`src/rtl/binary16_pkg.sv`:
```
// Shared binary16 field widths, constants, payload struct and divider state encoding.
package binary16_pkg;

   localparam int unsigned SIGN_W    = 1;
   localparam int unsigned EXP_W     = 5;
   localparam int unsigned MAN_W     = 10;
   localparam int unsigned FP_W      = SIGN_W + EXP_W + MAN_W;
   localparam int unsigned EXP_BIAS  = 15;

   // Internal signed exponent must hold a_exp - b_exp + bias +/- 1, i.e. [-16, 46].
   localparam int unsigned EXP_IW    = 7;
   localparam int unsigned DIV_STEPS = 13;
   localparam int unsigned Q_W       = 13;
   localparam int unsigned REM_W     = 12;
   localparam int unsigned CNT_W     = 4;

   localparam logic [FP_W-1:0] QNAN    = 16'h7E00;
   localparam logic [FP_W-1:0] POS_INF = 16'h7C00;

   typedef struct packed {
      logic             sign;
      logic [EXP_W-1:0] exp;
      logic [MAN_W-1:0] man;
   } fp16_t;

   typedef enum logic [1:0] {
      IDLE      = 2'd0,
      DIVIDE    = 2'd1,
      NORMALIZE = 2'd2
   } state_t;

   // Zero exponent: true zero or subnormal, both treated as zero.
   function automatic logic is_zero(input fp16_t x);
      return x.exp == '0;
   endfunction

   function automatic logic is_inf_nan(input fp16_t x);
      return x.exp == '1;
   endfunction

endpackage

```
`src/rtl/binary16_div_if.sv`:
```
// Operand/result handshake bundle between an upstream producer and binary16_div.
interface binary16_div_if;

   logic [binary16_pkg::FP_W-1:0] a;
   logic [binary16_pkg::FP_W-1:0] b;
   logic                          data_valid_in;
   logic [binary16_pkg::FP_W-1:0] result;
   logic                          data_valid_out;
   logic                          busy;

   modport master (
      output a, b, data_valid_in,
      input  result, data_valid_out, busy
   );

   modport slave (
      input  a, b, data_valid_in,
      output result, data_valid_out, busy
   );

endinterface

```
`src/rtl/binary16_round.sv`:
```
// Combinational mantissa rounding plus overflow-to-inf / underflow-to-zero packing.
module binary16_round
   import binary16_pkg::*;
#(
   parameter bit ROUND_NEAREST = 1'b0
) (
   input  logic                     i_sign,
   input  logic signed [EXP_IW-1:0] i_exp,
   input  logic [MAN_W-1:0]         i_man,
   input  logic                     i_guard,
   input  logic                     i_sticky,
   output fp16_t                    o_result_c
);

   localparam logic signed [EXP_IW-1:0] EXP_MAX = EXP_IW'(31);
   localparam logic signed [EXP_IW-1:0] EXP_MIN = EXP_IW'(0);

   logic                     w_inc;
   logic [MAN_W:0]           w_man_sum;
   logic signed [EXP_IW-1:0] w_exp_adj;

   assign w_inc     = ROUND_NEAREST & i_guard & (i_sticky | i_man[0]);
   assign w_man_sum = {1'b0, i_man} + (MAN_W+1)'(w_inc);
   // A mantissa carry-out means 1.111..1 rounded up to 2.0: bump exponent, mantissa wraps to 0.
   assign w_exp_adj = i_exp + $signed(EXP_IW'(w_man_sum[MAN_W]));

   always_comb begin
      o_result_c = '{sign: i_sign, exp: w_exp_adj[EXP_W-1:0], man: w_man_sum[MAN_W-1:0]};
      if (w_exp_adj >= EXP_MAX) begin
         o_result_c = fp16_t'({i_sign, {EXP_W{1'b1}}, {MAN_W{1'b0}}});
      end else if (w_exp_adj <= EXP_MIN) begin
         o_result_c = fp16_t'({i_sign, {(FP_W-1){1'b0}}});
      end
   end

endmodule

```
`src/rtl/binary16_div.sv`:
```
// Sequential binary16 divider: radix-2 restoring mantissa division, fixed 14-cycle latency.
module binary16_div
   import binary16_pkg::*;
#(
   parameter bit          ROUND_NEAREST = 1'b0,
   parameter int unsigned EXP_BIAS      = binary16_pkg::EXP_BIAS
) (
   input  logic          clk_in,
   input  logic          rst_n,
   binary16_div_if.slave bus
);

   fp16_t                    w_a;
   fp16_t                    w_b;
   logic                     w_sign;
   logic signed [EXP_IW-1:0] w_exp_init;
   logic                     w_special;
   logic [FP_W-1:0]          w_special_val;

   state_t                   r_state;
   state_t                   w_next_state;
   logic                     w_accept;

   logic                     r_sign;
   logic signed [EXP_IW-1:0] r_exp;
   logic [REM_W-1:0]         r_rem;
   logic [MAN_W:0]           r_div;
   logic [Q_W-1:0]           r_q;
   logic [CNT_W-1:0]         r_cnt;
   logic                     r_special;
   logic [FP_W-1:0]          r_special_val;
   logic [FP_W-1:0]          r_result;
   logic                     r_dvo;
   logic                     r_busy;

   logic                     w_ge;
   logic [REM_W-1:0]         w_rem_sub;
   logic [REM_W-1:0]         w_rem_next;

   logic [MAN_W-1:0]         w_man;
   logic                     w_g;
   logic                     w_st;
   logic signed [EXP_IW-1:0] w_exp_norm;
   fp16_t                    w_rounded;

   assign w_a        = fp16_t'(bus.a);
   assign w_b        = fp16_t'(bus.b);
   assign w_sign     = w_a.sign ^ w_b.sign;
   assign w_exp_init = $signed({2'b00, w_a.exp}) - $signed({2'b00, w_b.exp})
                     + $signed(EXP_IW'(EXP_BIAS));

   // Special-class resolution, evaluated on the operands being accepted.
   always_comb begin
      w_special     = 1'b1;
      w_special_val = QNAN;
      if (is_inf_nan(w_a) || is_inf_nan(w_b) || (is_zero(w_a) && is_zero(w_b))) begin
         w_special_val = QNAN;
      end else if (is_zero(w_b)) begin
         w_special_val = POS_INF | {w_sign, {(FP_W-1){1'b0}}};
      end else if (is_zero(w_a)) begin
         w_special_val = {w_sign, {(FP_W-1){1'b0}}};
      end else begin
         w_special = 1'b0;
      end
   end

   always_comb begin
      w_next_state = r_state;
      w_accept     = 1'b0;
      case (r_state)
         IDLE: begin
            if (bus.data_valid_in) begin
               w_accept     = 1'b1;
               w_next_state = DIVIDE;
            end
         end
         DIVIDE: begin
            if (r_cnt == CNT_W'(DIV_STEPS - 1)) begin
               w_next_state = NORMALIZE;
            end
         end
         NORMALIZE: w_next_state = IDLE;
         default:   w_next_state = IDLE;
      endcase
   end

   always_ff @(posedge clk_in or negedge rst_n) begin
      if (!rst_n) begin
         r_state <= IDLE;
      end else begin
         r_state <= w_next_state;
      end
   end

   // One restoring step: subtract when the divisor fits, then shift the partial remainder.
   assign w_ge       = r_rem >= REM_W'(r_div);
   assign w_rem_sub  = w_ge ? (r_rem - REM_W'(r_div)) : r_rem;
   assign w_rem_next = w_rem_sub << 1;

   // Quotient in [0.5, 2): q[12] set means [1, 2), else shift left one and drop the exponent.
   always_comb begin
      w_man      = r_q[MAN_W+1:2];
      w_g        = r_q[1];
      w_st       = r_q[0] | (r_rem != '0);
      w_exp_norm = r_exp;
      if (!r_q[Q_W-1]) begin
         w_man      = r_q[MAN_W:1];
         w_g        = r_q[0];
         w_st       = (r_rem != '0);
         w_exp_norm = r_exp - EXP_IW'(1);
      end
   end

   binary16_round #(
      .ROUND_NEAREST (ROUND_NEAREST)
   ) u_round (
      .i_sign     (r_sign),
      .i_exp      (w_exp_norm),
      .i_man      (w_man),
      .i_guard    (w_g),
      .i_sticky   (w_st),
      .o_result_c (w_rounded)
   );

   always_ff @(posedge clk_in or negedge rst_n) begin
      if (!rst_n) begin
         r_sign        <= 1'b0;
         r_exp         <= '0;
         r_rem         <= '0;
         r_div         <= '0;
         r_q           <= '0;
         r_cnt         <= '0;
         r_special     <= 1'b0;
         r_special_val <= '0;
         r_result      <= '0;
         r_dvo         <= 1'b0;
         r_busy        <= 1'b0;
      end else begin
         r_dvo  <= (r_state == NORMALIZE);
         r_busy <= (w_next_state != IDLE);
         if (w_accept) begin
            r_sign        <= w_sign;
            r_exp         <= w_exp_init;
            r_rem         <= {1'b0, 1'b1, w_a.man};
            r_div         <= {1'b1, w_b.man};
            r_q           <= '0;
            r_cnt         <= '0;
            r_special     <= w_special;
            r_special_val <= w_special_val;
         end else if (r_state == DIVIDE) begin
            r_q   <= {r_q[Q_W-2:0], w_ge};
            r_rem <= w_rem_next;
            r_cnt <= r_cnt + CNT_W'(1);
         end
         if (r_state == NORMALIZE) begin
            r_result <= r_special ? r_special_val : w_rounded;
         end
      end
   end

   assign bus.result         = r_result;
   assign bus.data_valid_out = r_dvo;
   assign bus.busy           = r_busy;

endmodule

```
`src/flat_wrapper.sv`:
```
// flat-port wrapper written by rule: the top's interface ports become plain ports
module binary16_div_flat import binary16_pkg::*;
#(
   parameter bit          ROUND_NEAREST = 1'b0,
   parameter int unsigned EXP_BIAS      = binary16_pkg::EXP_BIAS
)
  (clk_in, rst_n, bus_a, bus_b, bus_data_valid_in, bus_result, bus_data_valid_out, bus_busy);
  binary16_div_if bus_i ();
  input  logic clk_in;
  input  logic rst_n;
  input wire logic [$bits(bus_i.a)-1:0] bus_a;
  input wire logic [$bits(bus_i.b)-1:0] bus_b;
  input wire logic [$bits(bus_i.data_valid_in)-1:0] bus_data_valid_in;
  output wire logic [$bits(bus_i.result)-1:0] bus_result;
  output wire logic [$bits(bus_i.data_valid_out)-1:0] bus_data_valid_out;
  output wire logic [$bits(bus_i.busy)-1:0] bus_busy;
  assign bus_i.a = bus_a;
  assign bus_i.b = bus_b;
  assign bus_i.data_valid_in = bus_data_valid_in;
  assign bus_result = bus_i.result;
  assign bus_data_valid_out = bus_i.data_valid_out;
  assign bus_busy = bus_i.busy;
  binary16_div #(.ROUND_NEAREST(ROUND_NEAREST), .EXP_BIAS(EXP_BIAS)) u_core (.clk_in(clk_in), .rst_n(rst_n), .bus(bus_i));
endmodule
```
`config.mk`:
```
export PLATFORM = sky130hd
export DESIGN_NAME = binary16_div_flat
export DESIGN_NICKNAME = d
export VERILOG_FILES = /design/src/rtl/binary16_pkg.sv /design/src/rtl/binary16_div_if.sv /design/src/rtl/binary16_round.sv /design/src/rtl/binary16_div.sv /design/src/flat_wrapper.sv
export SDC_FILE = /design/constraint.sdc
export NUM_CORES = 1
export LEC_CHECK = 0
export CAP_MARGIN = 20
export CORE_MARGIN = 2
export CORE_UTILIZATION = 50
export DETAILED_ROUTE_END_ITERATION = 16
export GPL_ROUTABILITY_DRIVEN = 0
export PLACE_DENSITY = 0.76
export SLEW_MARGIN = 20
export SYNTH_ARGS = -nofsm -noshare
export SYNTH_HDL_FRONTEND = slang
export SYNTH_SLANG_ARGS = --single-unit
```
`constraint.sdc`:
```
create_clock -name clk_in -period 2.4 [get_ports clk_in]
set_input_delay 0.48 -clock clk_in [delete_from_list [all_inputs] [get_ports clk_in]]
set_output_delay 0.48 -clock clk_in [all_outputs]
set_load 0.1 [all_outputs]
```
==> key figures <==
Critical path
  – CP Data Arrival Time: 2630 ps
  – Worst r2r path cells: 9
  – FF-to-FF Start: u_core.r_div[0]
  – Worst setup EP type: register
  – Worst Setup Start Kind: register
  – Crit Path Category: reg2reg
  – Crit path required time: 2630 ps
  – Maximum net fanout on the critical path: 7
  – Worst setup path startpoint: u_core.r_div[0]

Clock network
  – CTS buffer count: 9
  – Clock-pin slew on the worst setup and hold paths: 80 ps
  – Bufs on Longest Clock Path: 2
  – CTS tree: yes
  – H-tree levels: 3
  – Cts hold-fix bufs: 0
  – Latest clock arrival within the worst-skew pair: 350 ps
  – CTS root buffer: clkbuf_8
  – Sink Count: 72

Final layout
  – Filler cell count: 658
  – Share of cells above drive strength 1: 18.86%
  – Register area: 1802 sq um
  – Multi-input logic area: 2178 sq um
  – Antenna diode count: 0
  – Final Cell Area: 5214 sq um
  – Leading cell type in the layout, fill and taps excluded: dfrtp_1
  – # nets final: 577
  – Final core occ: 66.78%
  – Synth-to-Final Area Change: 28.02%
  – Most frequent cells in the layout: dfrtp_1, buf_4, nand2_1, o21ai_0, clkdlybuf4s50_1

Routing
  – Post-route DRC: 0
  – 1st-iter DRT viols: 193
  – Vias per inst: 5.604
  – Avg WL per Cell: 15.14 microns
  – Initial DRT Pass Iterations: 4
  – Post-route ant nets: 0
  – Post-Route WL: 9.493 mm
  – Via count: 3514

GRT
  – Total gr overflow: 0
  – Largest net degree at the start of global routing: 73
  – Gr usage total: 22.45%
  – First-pass GRT wire length: 15.75 mm
  – Vias in the first global route: 3502
  – Initial antenna violation count: 0

Logic synthesis
  – Cell variety after synth: 55
  – Synth Flop Type: dfrtp_1
  – Synthesized Nets: 488
  – Number of synthesized flops with an enable pin: 0
  – Syn_area_per_cell: 9.449 sq um
  – Post-Synthesis Cells: 431
  – Register bit total from synthesis: 72
  – Yosys warnings: 0
  – Mapped Area: 4073 sq um
  – Post-synth ARST share: 100.0%
  – Sequential fraction of the synthesis area: 44.24%

Die
  – Io pins: 53
  – Die Area: 8883 sq um
  – Die width: 94.25 microns
  – Initial Util: 52.16%
  – FP Rows: 32
  – Die height: 94.25 microns
  – Core area: 7807 sq um

STA
  – Final Slew Violations: 0
  – Slew margin rel.: 68.04%
  – # setup viols final: 0
  – Final period utilization: 99.99%
  – RSZ-0062 raised after global routing: yes
  – Fmax achieved: 416.7 MHz
  – Worst Skew: 8.358 ps
  – Final Hold Violating Endpoints: 0
  – WHS: 147.9 ps
  – Worst-margin pin slew: 473.3 ps
  – Fin crit period: 2400 ps

Power
  – VDD IR max: 0.8329 mV
  – Pleak: 2.358 nW
  – Pwr Total: 7.893 mW
  – Pwr dens: 1514 nW/um^2

Worst hold path
  – Min-Delay Path Class: in2async

Place
  – Number of port buffers: 52
  – Placed instance area: 4931 sq um
  – Detailed placer's ending HPWL: 6.853 mm

Outcome
  – Status: completed

Run
  – Max_cap viols: 0
==> worst max-delay path: stages (launching register included) <==
cell	delay, ps
dfrtp_1	420
ha_4	180
fa_2	360
nand2b_4	170
a211oi_4	260
o311ai_2	130
a41o_4	330
buf_12	150
mux2i_2	180
a21oi_1	90
==> logic make-up after synthesis <==
group	share of synthesized area [%]
fa+ha+maj	7.128
simple gates	15.91
xor+xnor	3.441
compound gates	19.85
flops	44.24
buf+inv	4.178
mux	5.253
==> sequential cells by signal, indices dropped and copies added, names as in the netlist, 2 cells and up <==
name / flops
u_core.r_special_val: 3
u_core.r_state: 2
u_core.r_exp: 7
u_core.bus.result: 16
u_core.r_div: 11
u_core.r_rem: 12
u_core.r_q: 13
u_core.r_cnt: 4
==> per-layer routing <==
metal / vias to the layer above / track usage (%) / wire, microns
met5: - / 0 / 0
met4: 0 / 8.937 / 189
met1: 1695 / 26.77 / 3991
met3: 19 / 4.815 / 347
met2: 79 / 39.29 / 4964
li1: 1721 / - / -
==> area by class of cell <==
cell class | instances | area share, %
clock inverter | 7 | 1.200
inverter | 28 | 2.016
tap | 102 | 2.448
multi-input combinational | 315 | 41.78
sequential | 72 | 34.56
clock buffer | 9 | 2.376
timing repair buffer | 94 | 15.62
==> through the flow <==
stage / setup WS, ps / setup TNS (ps) / std cells
global placement: -155.8 / -1021 / 609
detailed placement: -223.8 / -2191 / 609
finish: 0.2165 / 0 / 627
global route: -55.16 / -102.1 / 627
floorplan: 72.82 / 0 / 431
CTS: 23.45 / 0 / 625
==> synthesized netlist by cell type (2+ instances only) <==
library cell / instances / area (sq um)
nor2b_1: 6 / 37.54
nand4_1: 7 / 43.79
or3_1: 10 / 62.56
nand2b_1: 10 / 62.56
o41ai_1: 2 / 17.52
fa_1: 2 / 40.04
a22o_1: 13 / 113.9
a21o_1: 5 / 37.54
o21ai_0: 37 / 185.2
mux2i_1: 18 / 180.2
a31oi_1: 5 / 31.28
a211o_1: 2 / 17.52
nor2_1: 25 / 93.84
nand2_1: 47 / 176.4
dfrtp_1: 72 / 1802
o311ai_0: 2 / 17.52
o211ai_1: 2 / 15.01
clkinv_1: 2 / 7.510
mux2_2: 3 / 33.78
nor3_1: 4 / 20.02
a22oi_1: 2 / 15.01
buf_1: 3 / 11.26
a21oi_1: 24 / 120.1
o21a_1: 3 / 22.52
buf_2: 2 / 10.01
nand3_1: 7 / 35.03
inv_1: 26 / 97.59
o21ai_1: 9 / 45.04
and3_1: 2 / 12.51
a211oi_1: 7 / 52.55
or4_1: 3 / 22.52
xor2_1: 6 / 52.55
o22a_1: 2 / 17.52
and2_1: 3 / 18.77
xnor2_1: 10 / 87.58
clkbuf_1: 9 / 33.78
ha_1: 20 / 250.2
clkbuf_2: 2 / 10.01
==> path summary, 6_finish.rpt <==
| path | endpoint | slack, ps |
|---|---|---|
| setup / recovery | u_core.r_rem[9] | 0.2 |
| hold reg to reg | u_core.r_div[10] | 450 |
| min in group clk_in | u_core.r_div[10] | 450 |
| max in group asynchronous | u_core.r_div[3] | 1950 |
| hold / removal | u_core.r_exp[4] | 150 |
| setup reg to reg | u_core.r_rem[9] | 0.2 |
==> power by group <==
part	leakage, nW	switching, mW	internal [mW]
Combinational	1.37	2.68	2.18
Clock	0.0923	0.516	0.395
Sequential	0.900	0.403	1.72
==> what timing repair did <==
item,4_1_cts,5_1_grt
gates resized for setup,5,13
setup buffers,0,2
pin swaps,1,7
endpoints found under the setup margin,12,22
(Power assumes the default switching activity.)
